[src/rtl/bcd_pkg.sv]
// Shared BCD codes and converter state encoding.
// The sign codes are also used by the binary-to-BCD display path.
package bcd_pkg;
   localparam logic [3:0] SIGN_POS      = 4'd0;
   localparam logic [3:0] SIGN_NEG      = 4'd5;
   localparam logic [3:0] BCD_DIGIT_MAX = 4'd9;

   typedef enum logic [2:0] {
      IDLE  = 3'd0,
      CHECK = 3'd1,
      ACC   = 3'd2,
      SIGN  = 3'd3,
      DONE  = 3'd4
   } state_t;
endpackage

[src/rtl/bcd_digit_mac.sv]
// Combinational decimal multiply-accumulate step: acc*10 + digit, NW bits wide.
module bcd_digit_mac #(
   parameter int NW = 16
) (
   input  logic [NW-1:0] acc,
   input  logic [3:0]    digit,
   output logic [NW-1:0] acc_nx
);
   // x10 as x8 + x2; the caller's parameter range guarantees no overflow
   assign acc_nx = (acc << 3) + (acc << 1) + {{(NW-4){1'b0}}, digit};
endmodule

[src/rtl/bcd2bin_seq.sv]
// Digit-serial sign-magnitude BCD to two's-complement converter, MSD first,
// with valid/ready on both sides and an error flag for malformed words.
module bcd2bin_seq
   import bcd_pkg::*;
#(
   parameter int NDIG = 4,
   parameter int NW   = 16
) (
   input  logic                  clk,
   input  logic                  rst_n,
   input  logic                  in_valid,
   output logic                  in_ready,
   input  logic [4*(NDIG+1)-1:0] bcd_in,
   output logic                  out_valid,
   input  logic                  out_ready,
   output logic [NW-1:0]         n_out,
   output logic                  err
);
   localparam int WW = 4*(NDIG+1);
   localparam int IW = (NDIG > 1) ? $clog2(NDIG) : 1;

   state_t          state, state_nx;
   logic [WW-1:0]   word;
   logic [NW-1:0]   acc, acc_nx, n_q;
   logic [IW-1:0]   idx;
   logic [3:0]      dig, sgn;
   logic            bad, err_q;

   assign sgn = word[4*NDIG +: 4];

   always_comb begin
      bad = (sgn != SIGN_POS) && (sgn != SIGN_NEG);
      for (int i = 0; i < NDIG; i++)
         if (word[4*i +: 4] > BCD_DIGIT_MAX) bad = 1'b1;
   end

   // idx counts down from NDIG-1, so digit idx is the current MSD-first digit
   always_comb begin
      dig = '0;
      for (int i = 0; i < NDIG; i++)
         if (idx == IW'(i)) dig = word[4*i +: 4];
   end

   bcd_digit_mac #(.NW(NW)) u_mac (
      .acc    (acc),
      .digit  (dig),
      .acc_nx (acc_nx)
   );

   always_ff @(posedge clk or negedge rst_n) begin
      if (!rst_n) state <= IDLE;
      else        state <= state_nx;
   end

   always_comb begin
      state_nx = state;
      case (state)
         IDLE:    if (in_valid) state_nx = CHECK;
         CHECK:   state_nx = bad ? DONE : ACC;
         ACC:     if (idx == '0) state_nx = SIGN;
         SIGN:    state_nx = DONE;
         DONE:    if (out_ready) state_nx = IDLE;
         default: state_nx = IDLE;
      endcase
   end

   always_ff @(posedge clk or negedge rst_n) begin
      if (!rst_n) begin
         word  <= '0;
         acc   <= '0;
         idx   <= '0;
         n_q   <= '0;
         err_q <= 1'b0;
      end else begin
         case (state)
            IDLE: if (in_valid) begin
               word <= bcd_in;
               acc  <= '0;
               idx  <= IW'(NDIG-1);
            end
            CHECK: if (bad) begin
               n_q   <= '0;
               err_q <= 1'b1;
            end
            ACC: begin
               acc <= acc_nx;
               idx <= idx - IW'(1);
            end
            SIGN: begin
               n_q   <= (sgn == SIGN_NEG) ? -acc : acc;
               err_q <= 1'b0;
            end
            default: ;
         endcase
      end
   end

   assign in_ready  = (state == IDLE);
   assign out_valid = (state == DONE);
   assign n_out     = n_q;
   assign err       = err_q;
endmodule

[config.mk]
export PLATFORM = sky130hd
export DESIGN_NAME = bcd2bin_seq
export DESIGN_NICKNAME = d
export VERILOG_FILES = /design/src/rtl/bcd_pkg.sv /design/src/rtl/bcd_digit_mac.sv /design/src/rtl/bcd2bin_seq.sv
export SDC_FILE = /design/constraint.sdc
export NUM_CORES = 1
export LEC_CHECK = 0
export BUFFER_PORTS_ARGS = -buffer_cell sky130_fd_sc_hd__buf_2
export CAP_MARGIN = 20
export CORE_ASPECT_RATIO = 1.75
export CORE_MARGIN = 4
export CORE_UTILIZATION = 55
export DETAILED_ROUTE_END_ITERATION = 10
export PLACE_DENSITY = 0.76
export SYNTH_ARGS = -nofsm -noshare
export SYNTH_HDL_FRONTEND = slang
export SYNTH_SLANG_ARGS = --single-unit
[constraint.sdc]
create_clock -name clk -period 5.15 [get_ports clk]
set_input_delay 0.515 -clock clk [delete_from_list [all_inputs] [get_ports clk]]
set_output_delay 0.515 -clock clk [all_outputs]
set_load 0.05 [all_outputs]
Word level (Yosys, flattened, before mapping)

Index checks and enable logic that the tools add are counted.

Logic and storage cells: 59
Input bits: 24
Output and inout bits: 19
Register bits: 58

Equality and inequality tests: 13
Mux-type cells: 22
Add/sub/neg operators: 4
Reduce and logical (&&, ||, !) cells: 10
Order comparisons: 4

Operators with widths:

| kind                                                             | count |
|---|---|
| 16-bit case mux with 2 select lines                              | 2 |
| 16-bit two-way mux                                               | 3 |
| 16-bit adder                                                     | 1 |
| 16-bit by 4-bit adder with 16-bit output                         | 1 |
| 4-bit greater-than comparator (second input constant)            | 4 |
| 4-bit two-way mux                                                | 4 |
| 16-bit negation                                                  | 1 |
| 3-bit case mux with 5 select lines                               | 1 |
| 3-bit two-way mux                                                | 4 |
| 3-bit by 2-bit == test with 1-bit output (second input constant) | 2 |
| 2-bit != test (second input constant)                            | 3 |
| 2-bit AND reduction                                              | 3 |
| 1-bit two-way mux                                                | 5 |
| 2-bit == test (second input constant)                            | 2 |
| 4-bit by 3-bit == test with 1-bit output (second input constant) | 1 |
| 4-bit by 3-bit != test with 1-bit output (second input constant) | 1 |
| 2-bit case mux with 2 select lines                               | 1 |
| 2-bit nonzero test                                               | 2 |
| 4-bit nonzero test                                               | 1 |
| 3-bit by 1-bit == test with 1-bit output (second input constant) | 1 |
| 3-bit == test (second input constant)                            | 1 |
| 3-bit logical NOT                                                | 1 |
| 3-bit AND reduction                                              | 1 |
| 2-bit by 1-bit == test with 1-bit output (second input constant) | 1 |
| other kinds (6)                                                  | 6 |

Depth between registers and ports, before layout

Depth in word-level cells: 8
Depth in mapped cells: 17
Depth with buffers taken out: 17

Cells and area by module

Synthesis repeated with hierarchy kept, for this count alone.

Cells, all modules: 384
Area total of the unflattened synthesis: 3793.6 sq um

By module, submodules not included:

| module        | seq. area each (sq um) | cells each | instances | area an instance (sq um) |
|---|---|---|---|---|
| bcd2bin_seq   | 1451.4                 | 272        | 1         | 2900.3 |
| bcd_digit_mac | 0.0                    | 112        | 1         | 893.4 |

Least setup slack after synthesis

Ideal clock, no wire load.

Path kind: register to register
From: register idx[0]
To: register acc[14]
Setup slack: 2.047 ns
Period minus slack after synthesis: 3.103 ns
Data arrival time: 2.971 ns
Setup time: 0.132 ns
Buffers on the path: 1
Required time: 5.018 ns
Cell stages (with the launch flop): 16
Cell sequence: dfrtp_1 > inv_1 > ha_1 > clkbuf_1 > a21oi_1 > a21oi_1 > nor2_1 > a21oi_1 > fa_1 > fa_1 > nor2b_1 > o31ai_1 > a21o_1 > o31ai_1 > xnor2_1 > o21ai_1

Cells in the longest elaborated chain, start to end: 7
Elaborated cells between the ends (all ways): 10
Classes of those cells: add/sub (1); eq/ne (3); mux (5); reduce/logical (1)

Ends and longest elaborated chain:

| what                                       | RTL line            | source |
|---|---|---|
| start, declared                            | bcd2bin_seq.sv:25   | `logic [IW-1:0] idx;` |
| start signal, assigned                     | bcd2bin_seq.sv:79   | `idx <= IW'(NDIG-1);` |
| start signal, assigned                     | bcd2bin_seq.sv:87   | `idx <= idx - IW'(1);` |
| 2-bit logical NOT                          | bcd2bin_seq.sv:41   | `if (idx == IW'(i)) dig = word[4*i +: 4];` |
| 4-bit two-way mux (3 in a row)             | bcd2bin_seq.sv:41   |  |
| 4-bit two-way mux *                        | bcd2bin_seq.sv:41   |  |
| 16-bit by 4-bit adder with 16-bit output * | bcd_digit_mac.sv:10 | `assign acc_nx = (acc << 3) + (acc << 1) + {{(NW-4){1'b0}}, digit};` |
| 16-bit case mux with 2 select lines *      | bcd2bin_seq.sv:75   | `case (state)` |
| end signal, assigned                       | bcd2bin_seq.sv:86   | `acc <= acc_nx;` |
| end, declared                              | bcd2bin_seq.sv:24   | `logic [NW-1:0] acc, acc_nx, n_q;` |

Every way passes the cells marked *; elsewhere a longest branch is shown, timed or not.
A chain may end at the register's enable or synchronous reset.

Worst setup path in the final report

Ends and elaborated chain as after synthesis.

==> out/results.tsv <==
stage	metric	value	unit
sta	finalCritPeriodShare	66.1	%
finish	final_cell_mix	nand2_1 (100), dfrtp_1 (58), buf_2 (42), ha_1 (31), o21ai_1 (30)	
placed_design	place.gp.congestion	0.892	
placed_design	place_area	3780	µm²
power_and_ir_drop	peakVddDrop	0.477	mV
finish	insertedDiodeCount	0	
global_route	overflow	0	
finish	area_growth	14.1	%
routing	finalWirelength	8.40	mm
synth	synth_cell_types	43	
global_route	antenna_found_initial	0	
finish	final_area	3990	µm²
run_status	outcome	finished clean	
sta	grt_setup_unrepaired	false	
placed_design	numPortBuffers	42	
routing	drc	0	
critical_path	r2r_start	idx[0]	
floorplanning	io_pins	43	
sta	drv_slew	0	
synth	synth.cell_area	3500	µm²
routing	via_per_inst	5.60	
finish	final_nets	497	
synth	ys_seq_area_share	41.5	%
critical_path	crit_type	reg -> reg	
global_route	grt_pass1_vias	3066	
global_route	grt_pass1_wl	14.4	mm
routing	top_layer	met4	
critical_path	crit_path_end	acc[14]	
critical_path	crit_start	idx[0]	
critical_path	arrival	3.63	ns
critical_path	start_kind	flip-flop	
cts	clk_latency	0.36	ns
power_and_ir_drop	power_leakage	1.96	nW
critical_path	slowest_stage	dfrtp_1	
global_route	grt_start_max_net_pins	59	
power_and_ir_drop	power.density	438	nW/µm²
cts	cts_root_buf	clkbuf_8	
floorplanning	num_rows	38	
critical_path	end_kind	flip-flop	
floorplanning	dieArea	7750	µm²
synth	synth_area_leader_cell	dfrtp_1	
critical_path	crit_top_cell	ha_1	
cts	cts_buffer_depth	2	
sta	worstMarginPinSlew	0.789	ns
synth	yosysWarningCount	0	
routing	met3_length	243	µm
cts	cts_tree	built	
cts	postCtsResizedCells	0	
synth	synth_seq_cells	58	
finish	layout_commonest_cell	nand2_1	
floorplanning	core	6180	µm²
run	cap_violations	0	
routing	vias	2939	
critical_path	worstPathMaxFanout	5	
synth	synth_top_area_share	41.5	%
critical_path	crit_chain	inv_1 > ha_1 > nor2b_1 > a22oi_1 > nor2_1 > a21oi_1 > o21ai_0 > ha_1 > ha_1 > inv_1 > fa_1 > nor2b_1 > o31ai_1 > a21o_1 > o31ai_1 > xnor2_1 > o21ai_1	
critical_path	rrSetupSlack	1.75	ns
critical_path	r2r_cells	17	
sta	tns	0	ns
routing	drt_pre_antenna_iters	4	
synth	avgSynthCellArea	8.81	µm²
routing	wl_per_cell	16.0	µm
global_route	groute.usage.overall	25.0	%
routing	wl_met1	2.97	mm
hold_path	hold_path_class	in -> async	
floorplanning	dieHeight	113	µm
cts	h-tree-depth	3	
critical_path	max_stage_delay	0.42	ns
cts	numCtsBuffers	9	
cts	path_clk_slew	0.08	ns
finish	drive_gt1_share	15.3	%
critical_path	rr_endpoint	acc[14]	
floorplanning	die_width	68.3	µm
synth	syn_nets	454	
finish	nFillCells	544	
cts	cts_setup_buffers	0	
sta	max_freq	294	MHz
floorplanning	initial_core_util	56.6	%
routing	final_antenna_net_count	0	
sta	maxSlewHeadroom	47.3	%
critical_path	worstPathRequired	5.38	ns
synth	synth_area_leaders	dfrtp_1 (42%), ha_1 (11%), nand2_1 (11%), o21ai_1 (4.3%), xnor2_1 (4.3%)	
sta	period_needed	3.40	ns
sta	setup_viol	0	
routing	drtIter0Drc	229	
placed_design	dp_hpwl	6.47	mm
routing	dr_wl_met2	4.85	mm
cts	ctsHoldBuffers	0	
power_and_ir_drop	p_total	1.75	mW
synth	syn_inst	397	
cts	cts_sinks	58	
sta	fin_skew	0.0101	ns
sta	hold_viol	0	
## critical path, delay by kind of cell (launching register included)
family / cells / cell delay (ns)
flip-flops: 1 / 0.42
AND/OR/NAND/NOR: 3 / 0.40
adder cells (fa/ha/maj): 4 / 1.12
AO/OA/AOI/OAI: 7 / 1.01
buffers and inverters: 2 / 0.15
XOR/XNOR: 1 / 0.16
## per-stage QoR
step,std cells,util (%),hold WS (ns),worst slack [ns]
6_report,525,64.6,0.294,1.75
5_1_grt,525,64.6,0.331,1.44
4_1_cts,524,64.5,0.322,1.74
3_5_place_dp,508,61.2,0.470,1.75
3_3_place_gp,508,61.2,0.461,1.88
2_1_floorplan,397,-,0.219,2.05
## synthesized netlist by cell type
cell type	count
a211oi_1	2
a22o_1	3
a221oi_1	2
ha_1	31
nand4b_2	1
mux2i_1	2
o21bai_1	1
o21ai_1	30
dfrtp_1	58
a31oi_1	3
xor2_1	9
a21oi_1	20
o311ai_1	1
nor3_2	1
a21boi_0	1
a22oi_1	5
a31o_1	1
o41ai_1	1
or3_4	1
nor2b_1	4
o31ai_4	1
nor2_1	21
buf_1	1
o31ai_1	4
nor3_1	8
nand2b_1	3
o21ai_0	15
and2_1	1
a32o_1	1
and3_1	2
nand3_1	6
inv_1	11
xnor2_1	17
nand2_1	100
o21a_1	2
nand4_1	2
or4_4	1
nand3b_1	2
a21o_1	4
clkbuf_1	13
and4_1	2
fa_1	2
or3b_1	1
## layer usage
metal / global-route usage (%) / up-vias
met5: 0 / -
met4: 15.1 / 0
met3: 3.74 / 25
met2: 46.1 / 57
met1: 25.0 / 1403
li1: - / 1454
## registers in the layout, summed over array words and instances, names as in the netlist
signal  cells
word       20
acc        16
n_out      16
state       3
idx         2
err         1
## where the power goes
part           leakage (nW)  total [mW]  internal (mW)  switching, mW
Combinational          1.11       0.632          0.216          0.416
Sequential            0.760       0.680          0.560          0.120
Clock                0.0885       0.435          0.226          0.209
Total                  1.96        1.75           1.00          0.745
## kinds of logic (layout without fill, tap and decap cells)
group	after synthesis	count (layout)	share of synthesized area, %
buf+inv	25	73	2.68
simple gates	156	156	19.7
xor+xnor	26	26	6.51
flops	58	58	41.5
fa+ha+maj	33	33	12.2
compound gates	97	97	16.8
mux	2	2	0.572
## area by class of cell
class	count	area [µm²]	share of cell area [%]
Sequential cell	58	1450	36.4
Tap cell	80	100	2.51
Clock inverter	7	77.6	1.94
Multi-Input combinational cell	314	1960	49.0
Timing Repair Buffer	46	240	6.02
Clock buffer	9	124	3.10
Inverter	11	41.3	1.03
## how the worst min path moves through the flow
stage / endpoint / slack [ns]
detailed placement: n_out[0] / 0.47
global route: state[2] / 0.33
global placement: word[19] / 0.46
CTS: state[2] / 0.32
floorplan: acc[0] / 0.22
finish: n_out[12] / 0.29
(Power assumes the default switching activity.)
